### config.mk
export PLATFORM = sky130hd
export DESIGN_NAME = pattern_source
export DESIGN_NICKNAME = d
export VERILOG_FILES = /design/src/rtl/pattern_source_pkg.sv /design/src/rtl/button_debounce.sv /design/src/rtl/pattern_source.sv
export SDC_FILE = /design/constraint.sdc
export NUM_CORES = 1
export LEC_CHECK = 0
export CAP_MARGIN = 20
export CORE_ASPECT_RATIO = 0.8
export CORE_MARGIN = 8
export CORE_UTILIZATION = 29
export DETAILED_ROUTE_END_ITERATION = 16
export GPL_ROUTABILITY_DRIVEN = 1
export SETUP_SLACK_MARGIN = 0.4
export SLEW_MARGIN = 30
export SYNTH_ARGS = -nofsm -noshare
export SYNTH_HDL_FRONTEND = slang
export SYNTH_SLANG_ARGS = --single-unit
### constraint.sdc
create_clock -name clk_in -period 5.37 [get_ports clk_in]
set_input_delay 0.537 -clock clk_in [delete_from_list [all_inputs] [get_ports clk_in]]
set_output_delay 0.537 -clock clk_in [all_outputs]
set_load 0.02 [all_outputs]
### src/rtl/pattern_source_pkg.sv
// Shared definitions for the pattern source: FSM states, payload mode
// encodings, frame constants and the payload/LFSR helper functions.
// Ports: none (package).
package pattern_source_pkg;

  typedef enum logic [1:0] {
    ST_IDLE    = 2'd0,
    ST_HEADER  = 2'd1,
    ST_PAYLOAD = 2'd2,
    ST_TRAILER = 2'd3
  } state_t;

  typedef enum logic [1:0] {
    MODE_COUNT = 2'd0,
    MODE_WALK  = 2'd1,
    MODE_LFSR  = 2'd2,
    MODE_CONST = 2'd3
  } mode_t;

  localparam logic [7:0]  HDR_MAGIC  = 8'hA5;
  localparam logic [31:0] LFSR_POLY  = 32'h8020_0003;
  localparam logic [31:0] CONST_WORD = 32'hDEAD_BEEF;

  // Right-shifting Galois LFSR: the polynomial is folded in whenever the
  // bit shifted out is a one.
  function automatic logic [31:0] lfsr_step(input logic [31:0] v);
    return v[0] ? ((v >> 1) ^ LFSR_POLY) : (v >> 1);
  endfunction

  // Payload word for index idx; lfsr is the LFSR value belonging to idx.
  function automatic logic [31:0] payload_word(input mode_t mode,
                                               input logic [15:0] idx,
                                               input logic [31:0] lfsr);
    logic [31:0] w;
    case (mode)
      MODE_COUNT: w = {16'd0, idx};
      MODE_WALK:  w = 32'd1 << idx[4:0];
      MODE_LFSR:  w = lfsr;
      default:    w = CONST_WORD;
    endcase
    return w;
  endfunction

endpackage

### src/rtl/button_debounce.sv
// Two-flop synchronizer followed by a debouncer for a raw push-button level.
// Ports: clk_in/rst_in (async active-high), raw_in (asynchronous level),
//        clean_out (level that only moves after DEBOUNCE_CYCLES equal samples).
module button_debounce #(
  parameter int unsigned DEBOUNCE_CYCLES = 270000
) (
  input  logic clk_in,
  input  logic rst_in,
  input  logic raw_in,
  output logic clean_out
);

  localparam int unsigned CNT_W = (DEBOUNCE_CYCLES > 1) ? $clog2(DEBOUNCE_CYCLES) : 1;
  localparam logic [CNT_W-1:0] CNT_LAST = CNT_W'(DEBOUNCE_CYCLES - 1);

  logic             sync1_q;
  logic             sync2_q;
  logic             clean_q;
  logic [CNT_W-1:0] cnt_q;

  always_ff @(posedge clk_in or posedge rst_in) begin
    if (rst_in) begin
      sync1_q <= 1'b0;
      sync2_q <= 1'b0;
      clean_q <= 1'b0;
      cnt_q   <= '0;
    end else begin
      sync1_q <= raw_in;
      sync2_q <= sync1_q;
      // cnt_q counts consecutive synchronized samples that disagree with the
      // clean level; any agreeing sample restarts the count.
      if (sync2_q == clean_q) begin
        cnt_q <= '0;
      end else if (cnt_q == CNT_LAST) begin
        clean_q <= sync2_q;
        cnt_q   <= '0;
      end else begin
        cnt_q <= cnt_q + CNT_W'(1);
      end
    end
  end

  assign clean_out = clean_q;

endmodule

### src/rtl/pattern_source.sv
// Push-button triggered frame generator feeding the data gateway:
// header {A5, seq, len}, len payload words in the selected pattern, and a
// 32-bit sum trailer, sent with valid/ready handshaking.
// Ports: clk_in, rst_in (async active-high), trigger_in (raw button),
//        mode_in/len_in (sampled at frame start), ready_in (gateway not-full),
//        data_out/valid_out (frame word), busy_out (frame in progress).
module pattern_source
  import pattern_source_pkg::*;
#(
  parameter int unsigned DEBOUNCE_CYCLES = 270000,
  parameter logic [31:0] LFSR_SEED       = 32'h0000_0001
) (
  input  logic        clk_in,
  input  logic        rst_in,
  input  logic        trigger_in,
  input  logic [1:0]  mode_in,
  input  logic [15:0] len_in,
  input  logic        ready_in,
  output logic [31:0] data_out,
  output logic        valid_out,
  output logic        busy_out
);

  logic        clean;
  logic        clean_prev_q;
  logic        start;
  logic        xfer;
  logic        last_payload;

  state_t      state_q;
  mode_t       mode_q;
  logic [15:0] len_q;
  logic [15:0] idx_q;
  logic [7:0]  seq_q;
  logic [31:0] lfsr_q;
  logic [31:0] sum_q;
  logic [31:0] data_q;
  logic        valid_q;
  logic        busy_q;

  logic [31:0] lfsr_d;
  logic [31:0] sum_d;
  logic [15:0] idx_d;

  button_debounce #(
    .DEBOUNCE_CYCLES(DEBOUNCE_CYCLES)
  ) u_debounce (
    .clk_in   (clk_in),
    .rst_in   (rst_in),
    .raw_in   (trigger_in),
    .clean_out(clean)
  );

  // Edges seen outside IDLE never reach the FSM, so presses while busy are
  // dropped rather than queued.
  assign start        = (state_q == ST_IDLE) && clean && !clean_prev_q;
  assign xfer         = valid_q && ready_in;
  assign lfsr_d       = lfsr_step(lfsr_q);
  assign sum_d        = sum_q + data_q;
  assign idx_d        = idx_q + 16'd1;
  assign last_payload = (idx_q == len_q - 16'd1);

  // idx_q/lfsr_q always describe the payload word currently on data_q, so
  // the next word is built from their advanced values on each transfer.
  always_ff @(posedge clk_in or posedge rst_in) begin
    if (rst_in) begin
      clean_prev_q <= 1'b0;
      state_q      <= ST_IDLE;
      mode_q       <= MODE_COUNT;
      len_q        <= 16'd0;
      idx_q        <= 16'd0;
      seq_q        <= 8'd0;
      lfsr_q       <= LFSR_SEED;
      sum_q        <= 32'd0;
      data_q       <= 32'd0;
      valid_q      <= 1'b0;
      busy_q       <= 1'b0;
    end else begin
      clean_prev_q <= clean;
      case (state_q)
        ST_IDLE: begin
          if (start) begin
            mode_q  <= mode_t'(mode_in);
            len_q   <= len_in;
            idx_q   <= 16'd0;
            lfsr_q  <= LFSR_SEED;
            sum_q   <= 32'd0;
            data_q  <= {HDR_MAGIC, seq_q, len_in};
            valid_q <= 1'b1;
            busy_q  <= 1'b1;
            state_q <= ST_HEADER;
          end
        end
        ST_HEADER: begin
          if (xfer) begin
            if (len_q == 16'd0) begin
              data_q  <= 32'd0;
              state_q <= ST_TRAILER;
            end else begin
              data_q  <= payload_word(mode_q, 16'd0, lfsr_q);
              state_q <= ST_PAYLOAD;
            end
          end
        end
        ST_PAYLOAD: begin
          if (xfer) begin
            sum_q  <= sum_d;
            lfsr_q <= lfsr_d;
            idx_q  <= idx_d;
            if (last_payload) begin
              data_q  <= sum_d;
              state_q <= ST_TRAILER;
            end else begin
              data_q <= payload_word(mode_q, idx_d, lfsr_d);
            end
          end
        end
        ST_TRAILER: begin
          if (xfer) begin
            data_q  <= 32'd0;
            valid_q <= 1'b0;
            busy_q  <= 1'b0;
            seq_q   <= seq_q + 8'd1;
            state_q <= ST_IDLE;
          end
        end
        default: state_q <= ST_IDLE;
      endcase
    end
  end

  assign data_out  = data_q;
  assign valid_out = valid_q;
  // busy covers the start cycle itself, before the registered flag rises.
  assign busy_out  = busy_q | start;

endmodule

==> summary.md, run 1 <==
| Metric | Value |
|---|---|
| Dominant synthesized flop cell | dfrtp_1 |
| CTS Buf Count | 17 |
| Ys Warns | 0 |
| Htree depth | 4 |
| Fin worst setup slack | between 1 and 1.5 ns |
| Peak fanout along the critical path | 23 |
| Worst EP required | about 5.7 ns |
| Period utilization | between 70 and 80% |
| #FFs+latches synth | 164 |
| Crit path kind | reg2reg |
| Pleak | around 5 nW |
| Cell Chain, Critical Path | or4_4, or4_1, xnor2_1, a2111oi_0, nand3_1, buf_4, or2_2, o221a_2, o221a_2 |
| Final clock skew | approximately 0.011 ns |
| Reg2Reg Depth | 9 |
| Seq/Total Area, Yosys | ~39% |
| Nets | between 1000 and 1500 |
| Cell Area, Synth | between 0.01 and 0.015 mm² |
| DP HPWL | roughly 25000 µm |
| CTS tree | done |
| CTS max path bufs | 2 |
| Peak Freq | ~260 MHz |
| Worst skew pair latency | 0.45 ns |
| Synthesized net count | around 1200 |
| Crit path time final | about 4 ns |
| PD cells | 224 mW/mm² |
| Diodes inserted | 0 |
| Post-route ant nets | 0 |
| Total Neg Setup Slack | 0 ns |
| Placed cell count | 1655 |
| GRT overflow | 0 |
| Synthesized area per cell | about 8.9 µm² |
| Rows | 62 |
| Maximum vdd drop | 0.224 mV |
| Placed cell area | 0.0115 mm² |
| CP arrival | approximately 4.3 ns |
| Clk slew on worst S/H paths | approximately 0.07 ns |
| Buffers on Ports | 55 |
| Clock sinks | around 160 |
| Core area | roughly 0.036 mm² |
| Placement Setup Slack | around 1.4 ns |
| Cell seen most often among critical-path stages | o221a_2 |
| Largest net degree at the start of global routing | between 90 and 100 |
| Run status | finished, final reports clean |
| Fin cells | roughly 1700 |
| First-pass GRT wire length | ~54000 µm |
| RSZ-0062 raised after global routing | no |
| Vias in the first global route | ~9000 |
| Drt drc | 0 |
| Max incr delay on CP | about 0.62 ns |
| Commonest non-fill, non-tap cells in the layout | 163 x dfrtp_1, 133 x nand2_1, 132 x o21ai_0 |
| Avg WL per Cell | between 20 and 25 µm |
| Min-Delay Path Depth | 0 |
| Syn-to-layout area delta | 15.2% |
| Cells after Synth | approximately 1200 |
| Slew Limit Fails | 0 |
| Post-synth EDFFs | 0 |
| Vias/cell | ~5.5 |
| Max cap viols | 0 |
| Most common cell after layout, fill and taps aside | dfrtp_1 |
| Worst hold slack | between 0.3 and 0.4 ns |
| Worst setup EP type | register |
| Final setup viols | 0 |
| Vias | around 9300 |
| Hold Crit Class | reg2reg |
| Post-Route Utilization | 33.8% |
| Width of the die | ~230 µm |
| Distinct cells, synth | 76 |
| Post-CTS Setup Repair Bufs | 0 |
| Die area | ~0.043 mm² |
| Fraction of registers with async set/reset | 100% |
| Relative slew slack | 48.4% |
| I/O pin cnt | between 50 and 60 |
| Drt pass-1 iters | 6 |
| GP Congestion | slightly below 1 |
| Layout cells sized above 1 | 7.79% |
| Root buffer cell | clkbuf_16 |
| Antenna violations before repair | 2 |
| Final-report hold violation count | 0 |
| Initial Utilization | between 20% and 30% |
| Slowest cell on the critical path | or4_4 |
| Final Cell Area | around 0.012 mm² |
| Drt initial violations | 983 |
| WL final | 33900 µm |
| CP Launch Type | register |
| Power Total | about 2.7 mW |
| Die height | about 190 µm |
| Slew @ Worst Pin | approximately 0.77 ns |
| Hold_buf cts | 0 |
| Post-cts sizing count | 0 |
| Gr usage total | between 10% and 20% |
cell type report:
type	instances	area, µm²
clock buffer	21	460
timing repair buffer	72	691
tap	480	601
sequential	164	4110
inverter	21	83.8
fill	3664	23700
multi-input combinational	918	6020
clock inverter	11	129
power by group:
part / internal (mW) / leakage [nW] / switching, mW
sequential: 1.25 / 2.17 / 0.0248
clock: 0.711 / 0.283 / 0.546
combinational: 0.0690 / 2.64 / 0.109
synth_stat cells, drive strengths merged (5+ instances only):
cell    instances  area [µm²]
o21a           10        75.1
a21oi          50         250
mux2i           8        80.1
nand2         134         503
xor2           42         368
and2            5        31.3
or3            15        93.8
nor2           90         338
clkbuf         66         248
o21bai          5        37.5
o22ai           9        62.6
a211oi         11        82.6
a32oi           8        70.1
and3           17         106
mux2           21         236
nand2b          7        43.8
nand4          18         113
o221ai          6        52.6
ha             44         551
nor4           14        93.8
nor2b           5        31.3
o221a           8        90.1
dfrtp         163        4080
or2             5        31.3
a211o           7        61.3
inv            21        78.8
a31oi          12        75.1
buf             9        57.6
o211ai         12        90.1
o21ai         133         666
nand3          26         130
a21o           16         120
o31ai           6        45.0
nor3           21         105
xnor2          44         385
nor3b           7        57.6
a22o           48         420
worst paths after layout:
check,start,endpoint,slack (ns)
hold reg to reg,u_debounce.sync1_q$_DFF_PP0_,u_debounce.sync2_q$_DFF_PP0_,0.35
setup / recovery,len_q[3]$_DFFE_PP0P_,data_out[15]$_DFFE_PP0P_,1.45
hold / removal,u_debounce.sync1_q$_DFF_PP0_,u_debounce.sync2_q$_DFF_PP0_,0.35
min in group asynchronous,rst_in,len_q[4]$_DFFE_PP0P_,0.56
max in group asynchronous,rst_in,idx_q[4]$_DFFE_PP0P_,3.84
setup reg to reg,len_q[3]$_DFFE_PP0P_,data_out[15]$_DFFE_PP0P_,1.45
critical path, delay by kind of cell, from the launching register on:
family	cells	cell delay, ns
compound gates	3	1.03
xor+xnor	1	0.18
buf+inv	1	0.25
flops	1	0.49
simple gates	4	1.85
sequential cells by signal (all words and copies together), names as in the netlist:
signal                cells
clean_prev_q              1
u_debounce.sync2_q        1
idx_q                    16
len_q                    16
mode_q                    2
u_debounce.clean_out      1
state_q                   2
busy_q                    1
sum_q                    32
lfsr_q                   32
u_debounce.sync1_q        1
seq_q                     8
data_out                 32
u_debounce.cnt_q         19
routing by layer:
| metal | part of all wire, % | track usage [%] | up-vias |
|---|---|---|---|
| li1 | - | - | 4363 |
| met1 | 49 | 23.2 | 4578 |
| met2 | 42 | 23.3 | 321 |
| met3 | 7.1 | 3.79 | 43 |
| met4 | 1.4 | 4.02 | 4 |
| met5 | 0.080 | 0 | - |
logic make-up (layout without fill, tap and decap cells):
family / count (synthesis) / in the layout / share of synthesized area (%)
multiplexers: 29 / 29 / 3.02
AND/OR/NAND/NOR: 379 / 379 / 17.4
adder cells (fa/ha/maj): 45 / 45 / 5.44
XOR/XNOR: 86 / 86 / 7.18
buffers and inverters: 96 / 125 / 3.66
flip-flops: 164 / 164 / 39.1
AO/OA/AOI/OAI: 379 / 379 / 24.2
No activity file was read; power rests on OpenSTA's default activity.
==> run 2: changes to the inputs <==
==> constraint.sdc (replaced) <==
create_clock -name clk_in -period 3.25 [get_ports clk_in]
set_input_delay 0.325 -clock clk_in [delete_from_list [all_inputs] [get_ports clk_in]]
set_output_delay 0.325 -clock clk_in [all_outputs]
set_load 0.02 [all_outputs]
==> summary.md, run 2 (synthesized netlist as in run 1, its figures left out) <==
| Metric | Value |
|---|---|
| Max cap viols | 0 (unchanged) |
| Worst r2r src | len_q[5]$_DFFE_PP0P_ |
| Final clock skew | 0.0168 ns (+0.00546 ns) |
| Largest net degree at the start of global routing | 89 (-10%) |
| Drt pass-1 iters | 5 (-1) |
| GP Congestion | 0.931 (-4.0%) |
| Switching Share | 26.7% (+1.6 points) |
| Syn-to-layout area delta | 24.1% |
| Hold Crit Class | in2async |
| Worst setup EP type | register |
| Layout cells sized above 1 | 16.7% (+9.0 points) |
| R2r endpoint | data_out[4]$_DFFE_PP0P_ |
| Crit path time final | 3.02 ns (-0.896 ns) |
| Reg2reg setup slack | 0.23 ns (-1.22 ns) |
| Pleak | 5.49 nW (+7.8%) |
| Htree depth | 4 (unchanged) |
| Peak fanout along the critical path | 9 (-61%) |
| Total Neg Setup Slack | 0 ns (unchanged) |
| CTS max path bufs | 2 (unchanged) |
| Root buffer cell | clkbuf_16 |
| Width of the die | 229 µm (unchanged) |
| RSZ-0062 raised after global routing | yes |
| Worst skew pair latency | 0.45 ns (about the same) |
| Run status | finished, final reports clean |
| Hold_buf cts | 0 (unchanged) |
| Comb pwr share | 8.0% (+1.4 points) |
| Clock group share of total power | 44.1% (-2.3 points) |
| Initial Utilization | 29.3% (unchanged) |
| Drt initial violations | 1145 (+16%) |
| Drt drc | 0 (unchanged) |
| First-pass GRT wire length | 54300 µm (+1.2%) |
| Slew Limit Fails | 0 (unchanged) |
| Die area | 0.0426 mm² (unchanged) |
| CP Launch Type | register |
| WL final | 34800 µm (+2.7%) |
| Most common cell after layout, fill and taps aside | dfrtp_1 |
| NetSw | 1.17 mW (+73%) |
| Buffers on Ports | 55 (unchanged) |
| Internal power | 3.22 mW (+58%) |
| Slew @ Worst Pin | 0.902 ns (+0.134 ns) |
| Final setup viols | 0 (unchanged) |
| CP arrival | 3.39 ns (-0.87 ns) |
| PD cells | 337 mW/mm² (+50%) |
| Clk slew on worst S/H paths | 0.08 ns (about the same) |
| Maximum vdd drop | 0.362 mV (+62%) |
| Die height | 186 µm (unchanged) |
| GRT overflow | 0 (unchanged) |
| Antenna violations before repair | 1 (-1) |
| Reg2Reg Depth | 11 (+2) |
| I/O pin cnt | 56 (unchanged) |
| Power Total | 4.39 mW (+62%) |
| CTS tree | done |
| Worst Setup SP | len_q[5]$_DFFE_PP0P_ |
| Rows | 62 (unchanged) |
| CTS Buf Count | 17 (unchanged) |
| Post-route ant nets | 0 (unchanged) |
| Avg WL per Cell | 20.0 µm (-0.46%) |
| Flop pwr share | 47.9% (+0.8 points) |
| Worst EP required | 3.62 ns (-2.09 ns) |
| DP HPWL | 25600 µm (+3.4%) |
| Peak Freq | 331 MHz (+30%) |
| Gr usage total | 16.0% (+0.093 points) |
| Commonest non-fill, non-tap cells in the layout | 156 x dfrtp_1, 133 x nand2_1, 125 x o21ai_0 |
| Crit path kind | reg2reg |
| Fill count | 3566 (-2.7%) |
| Period utilization | 93.0% (+20 points) |
| Relative slew slack | 39.3% (-9.1 points) |
| Vias/cell | 5.56 (+0.69%) |
| Clock sinks | 164 (unchanged) |
| Crit path capture | data_out[4]$_DFFE_PP0P_ |
| Diodes inserted | 0 (unchanged) |
| Vias in the first global route | 9130 (+1.9%) |
| Nets | 1314 (+4.2%) |
| Final-report hold violation count | 0 (unchanged) |
| Vias | 9668 (+3.9%) |
| Core area | 0.0358 mm² (unchanged) |
-- run 2: changes by cell type in the layout (fill, tap and decap cells not counted), sizes merged, moves of 2 or more --
cell / delta
clkinvlp: +6
bufinv: -2
buf: +53
clkinv: -5
inv: +2
-- run 2: layout make-up --
cell class / instances / area, µm² / area share (%)
sequential: 164 / 4110 / 31.6
tap: 480 / 601 / 4.61
inverter: 21 / 82.6 / 0.634
timing repair buffer: 125 / 1160 / 8.93
multi-input combinational: 918 / 6520 / 50.0
clock buffer: 20 / 447 / 3.43
clock inverter: 12 / 98.8 / 0.759
-- run 2: worst min path at each step --
stage / cells after the start / to / start
finish: 2 / len_q[14]$_DFFE_PP0P_ / rst_in
CTS: 2 / len_q[14]$_DFFE_PP0P_ / rst_in
global placement: 0 / u_debounce.sync2_q$_DFF_PP0_ / u_debounce.sync1_q$_DFF_PP0_
floorplan: 0 / u_debounce.sync2_q$_DFF_PP0_ / u_debounce.sync1_q$_DFF_PP0_
detailed placement: 0 / u_debounce.sync2_q$_DFF_PP0_ / u_debounce.sync1_q$_DFF_PP0_
global route: 2 / len_q[14]$_DFFE_PP0P_ / rst_in
-- run 2: what timing repair did --
item | CTS | global route
resized for setup | 32 | 54
pin swaps | 18 | 27
setup endpoints to repair | 40 | 44
setup buffers | 11 | 14
-- run 2: metal layers --
| layer | up-vias | GRT usage, % | routed length (µm) |
|---|---|---|---|
| li1 | 4460 | - | - |
| met1 | 4789 | 23.2 | 16400 |
| met2 | 374 | 23.1 | 14800 |
| met3 | 43 | 4.58 | 2940 |
| met4 | 2 | 3.82 | 620 |
| met5 | - | 0 | 13 |
-- run 2: power by group through the flow --
stage | Combinational, mW | Sequential, mW | Clock (mW)
global route | 0.382 | 2.11 | 2.06
finish | 0.351 | 2.10 | 1.94
global placement | 0.320 | 2.14 | 0
floorplan | 0.181 | 2.14 | 0
CTS | 0.335 | 2.10 | 1.98
detailed placement | 0.323 | 2.14 | 0
-- run 2: worst max-delay path, stage by stage (launching register included) --
cell,delay (ns)
dfrtp_1,0.38
or4_4,0.55
buf_4,0.16
nor4b_4,0.25
buf_4,0.18
nor3b_4,0.32
o22ai_2,0.17
or2_4,0.30
buf_8,0.14
buf_4,0.13
a211oi_2,0.19
a2bb2oi_1,0.18
-- run 2: metrics by stage --
step	cell area, µm²	utilization, %	hold WS, ns	cells	setup WS, ns
after floorplan	10600	-	0.331	1178	0.201
after global placement	11800	33.0	0.339	1683	0.197
after detailed placement	11800	33.0	0.346	1683	0.151
after CTS	12600	35.3	0.223	1726	0.309
after global routing	13000	36.4	0.243	1740	0.163
final	13000	36.4	0.222	1740	0.226
==> run 3: changes to the inputs <==
--- a/config.mk
+++ b/config.mk
@@ -8,9 +8,10 @@
 export CAP_MARGIN = 20
 export CORE_ASPECT_RATIO = 0.8
 export CORE_MARGIN = 8
-export CORE_UTILIZATION = 29
+export CORE_UTILIZATION = 50
 export DETAILED_ROUTE_END_ITERATION = 16
 export GPL_ROUTABILITY_DRIVEN = 1
+export PLACE_DENSITY = 0.71
 export SETUP_SLACK_MARGIN = 0.4
 export SLEW_MARGIN = 30
 export SYNTH_ARGS = -nofsm -noshare
==> summary.md, run 3 (synthesized netlist as in run 1, its figures left out) <==
| Metric | Value |
|---|---|
| Run status | finished, final reports clean |
| Worst skew pair latency | 0.43 ns (-0.02 ns) |
| Diodes inserted | 0 (unchanged) |
| Post-route ant nets | 0 (unchanged) |
| Antenna violations before repair | 0 (-1) |
| WL final | 33200 µm (-4.7%) |
| CTS max path bufs | 2 (unchanged) |
| Gr usage total | 25.4% (+9.4 points) |
| Peak fanout along the critical path | 9 (unchanged) |
| Core area | 0.0206 mm² (-42%) |
| Most common cell after layout, fill and taps aside | dfrtp_1 |
| Die area | 0.0259 mm² (-39%) |
| Worst hold start | trigger_in |
| DP HPWL | 23200 µm (-9.2%) |
| Final clock skew | 0.00891 ns (-0.00790 ns) |
| Worst setup EP type | register |
| Pleak | 5.49 nW (about the same) |
| I/O pin cnt | 56 (unchanged) |
| Clock sinks | 164 (unchanged) |
| Nets | 1312 (-0.15%) |
| Htree depth | 4 (unchanged) |
| Max cap viols | 0 (unchanged) |
| Rows | 47 (-24%) |
| Crit path kind | reg2reg |
| Worst Hold Path EP | u_debounce.sync1_q$_DFF_PP0_ |
| Placed cell count | 1466 (-13%) |
| Root buffer cell | clkbuf_16 |
| Worst EP required | 3.59 ns (-0.03 ns) |
| Drt initial violations | 1381 (+21%) |
| Slew @ Worst Pin | 0.618 ns (-0.284 ns) |
| Slew Limit Fails | 0 (unchanged) |
| First-pass GRT wire length | 52200 µm (-3.8%) |
| Vias | 9822 (+1.6%) |
| Min-Delay Path Depth | 1 |
| Final setup viols | 0 (unchanged) |
| Period utilization | 91.5% (-1.6 points) |
| CP arrival | 3.32 ns (-0.07 ns) |
| Syn-to-layout area delta | 22.0% |
| Drt drc | 0 (unchanged) |
| Avg WL per Cell | 21.7 µm (+8.6%) |
| Reg2Reg Depth | 9 (-2) |
| GP Congestion | 0.967 (+3.9%) |
| RSZ-0062 raised after global routing | yes |
| R2r endpoint | data_out[7]$_DFFE_PP0P_ |
| Fin cells | 1527 (-12%) |
| CP Launch Type | register |
| Layout cells sized above 1 | 17.0% (+0.27 points) |
| Fill count | 1696 (-52%) |
| Maximum vdd drop | 0.338 mV (-6.6%) |
| Crit path time final | 2.97 ns (-0.0512 ns) |
| Vias in the first global route | 9318 (+2.1%) |
| Drt pass-1 iters | 6 (+1) |
| Vias/cell | 6.43 (+16%) |
| Reg2reg setup slack | 0.28 ns (+0.05 ns) |
| Commonest non-fill, non-tap cells in the layout | 162 x dfrtp_1, 133 x nand2_1, 122 x o21ai_0 |
| Worst r2r src | len_q[5]$_DFFE_PP0P_ |
| Relative slew slack | 58.6% (+19 points) |
| Buffers on Ports | 55 (unchanged) |
| Total Neg Setup Slack | 0 ns (unchanged) |
| Clk slew on worst S/H paths | 0.07 ns (about the same) |
| Largest net degree at the start of global routing | 96 (+7.9%) |
| Die height | 146 µm (-22%) |
| Power Total | 4.50 mW (+2.5%) |
| Initial Utilization | 50.8% (+21 points) |
| PD cells | 352 mW/mm² (+4.2%) |
| Hold Crit Class | in2reg |
| Final-report hold violation count | 0 (unchanged) |
| GRT overflow | 0 (unchanged) |
| CTS tree | done |
| Width of the die | 178 µm (-22%) |
| CTS Buf Count | 17 (unchanged) |
| Peak Freq | 336 MHz (+1.7%) |
==> run 3: cell types whose count changed in the layout (fill, tap and decap cells not counted), sizes merged <==
cell,delta
clkbuf,-3
bufinv,+1
inv,+6
clkinvlp,-4
buf,-2
==> run 3: routing by layer <==
metal / GRT usage (%) / wire length, µm
met5: 0 / 0
met2: 36.3 / 14200
met4: 8.45 / 921
met1: 37.3 / 14800
met3: 5.32 / 3330
==> run 3: area by class of cell <==
class                           instances  area (µm²)  share of cell area, %
Multi-Input combinational cell        918        6540                   51.1
Sequential cell                       164        4110                   32.1
Timing Repair Buffer                  123        1150                   9.01
Clock buffer                           17         425                   3.32
Tap cell                              269         337                   2.63
Clock inverter                         15         161                   1.26
Inverter                               21        82.6                  0.645
==> run 3: worst max path at each step <==
stage / start / to / slack [ns] / cells after the start
after global routing: len_q[5]$_DFFE_PP0P_ / state_q[1]$_DFFE_PP0P_ / 0.18 / 11
after floorplan: len_q[4]$_DFFE_PP0P_ / data_out[15]$_DFFE_PP0P_ / 0.20 / 9
after CTS: len_q[3]$_DFFE_PP0P_ / data_out[13]$_DFFE_PP0P_ / 0.31 / 9
after detailed placement: len_q[6]$_DFFE_PP0P_ / data_out[10]$_DFFE_PP0P_ / 0.09 / 8
after global placement: len_q[6]$_DFFE_PP0P_ / data_out[26]$_DFFE_PP0P_ / 0.13 / 8
final: len_q[5]$_DFFE_PP0P_ / data_out[7]$_DFFE_PP0P_ / 0.28 / 9
==> run 3: worst max-delay path: stages (launching register included) <==
cell and delay [ns]:
dfrtp_1 0.38, or4_4 0.55, or4_4 0.47, xnor2_4 0.17, a2111oi_4 0.23, nand3_2 0.19
or2_4 0.30, buf_8 0.15, a211o_1 0.25, a32oi_1 0.20
==> run 3: through the flow <==
stage	cell area, µm²	setup slack, ns	hold slack, ns	utilization (%)
finish	12800	0.277	0.340	62.0
global route	12800	0.180	0.322	62.0
CTS	12400	0.312	0.324	59.9
detailed placement	11500	0.0943	0.335	55.6
global placement	11500	0.135	0.337	55.6
floorplan	10600	0.201	0.331	-
==> run 3: repair_timing <==
item	CTS	global route
gates resized for setup	36	70
setup endpoints to repair	38	43
hold buffers	0	0
setup buffers	12	16
gates cloned	1	0
pin swaps	15	46
==> run 3: where the power goes <==
part           switching, mW  internal (mW)  leakage [nW]
Combinational          0.206          0.143          3.05
Sequential            0.0396           2.07          2.16
Clock                  0.954           1.09         0.281
Total                   1.20           3.30          5.49
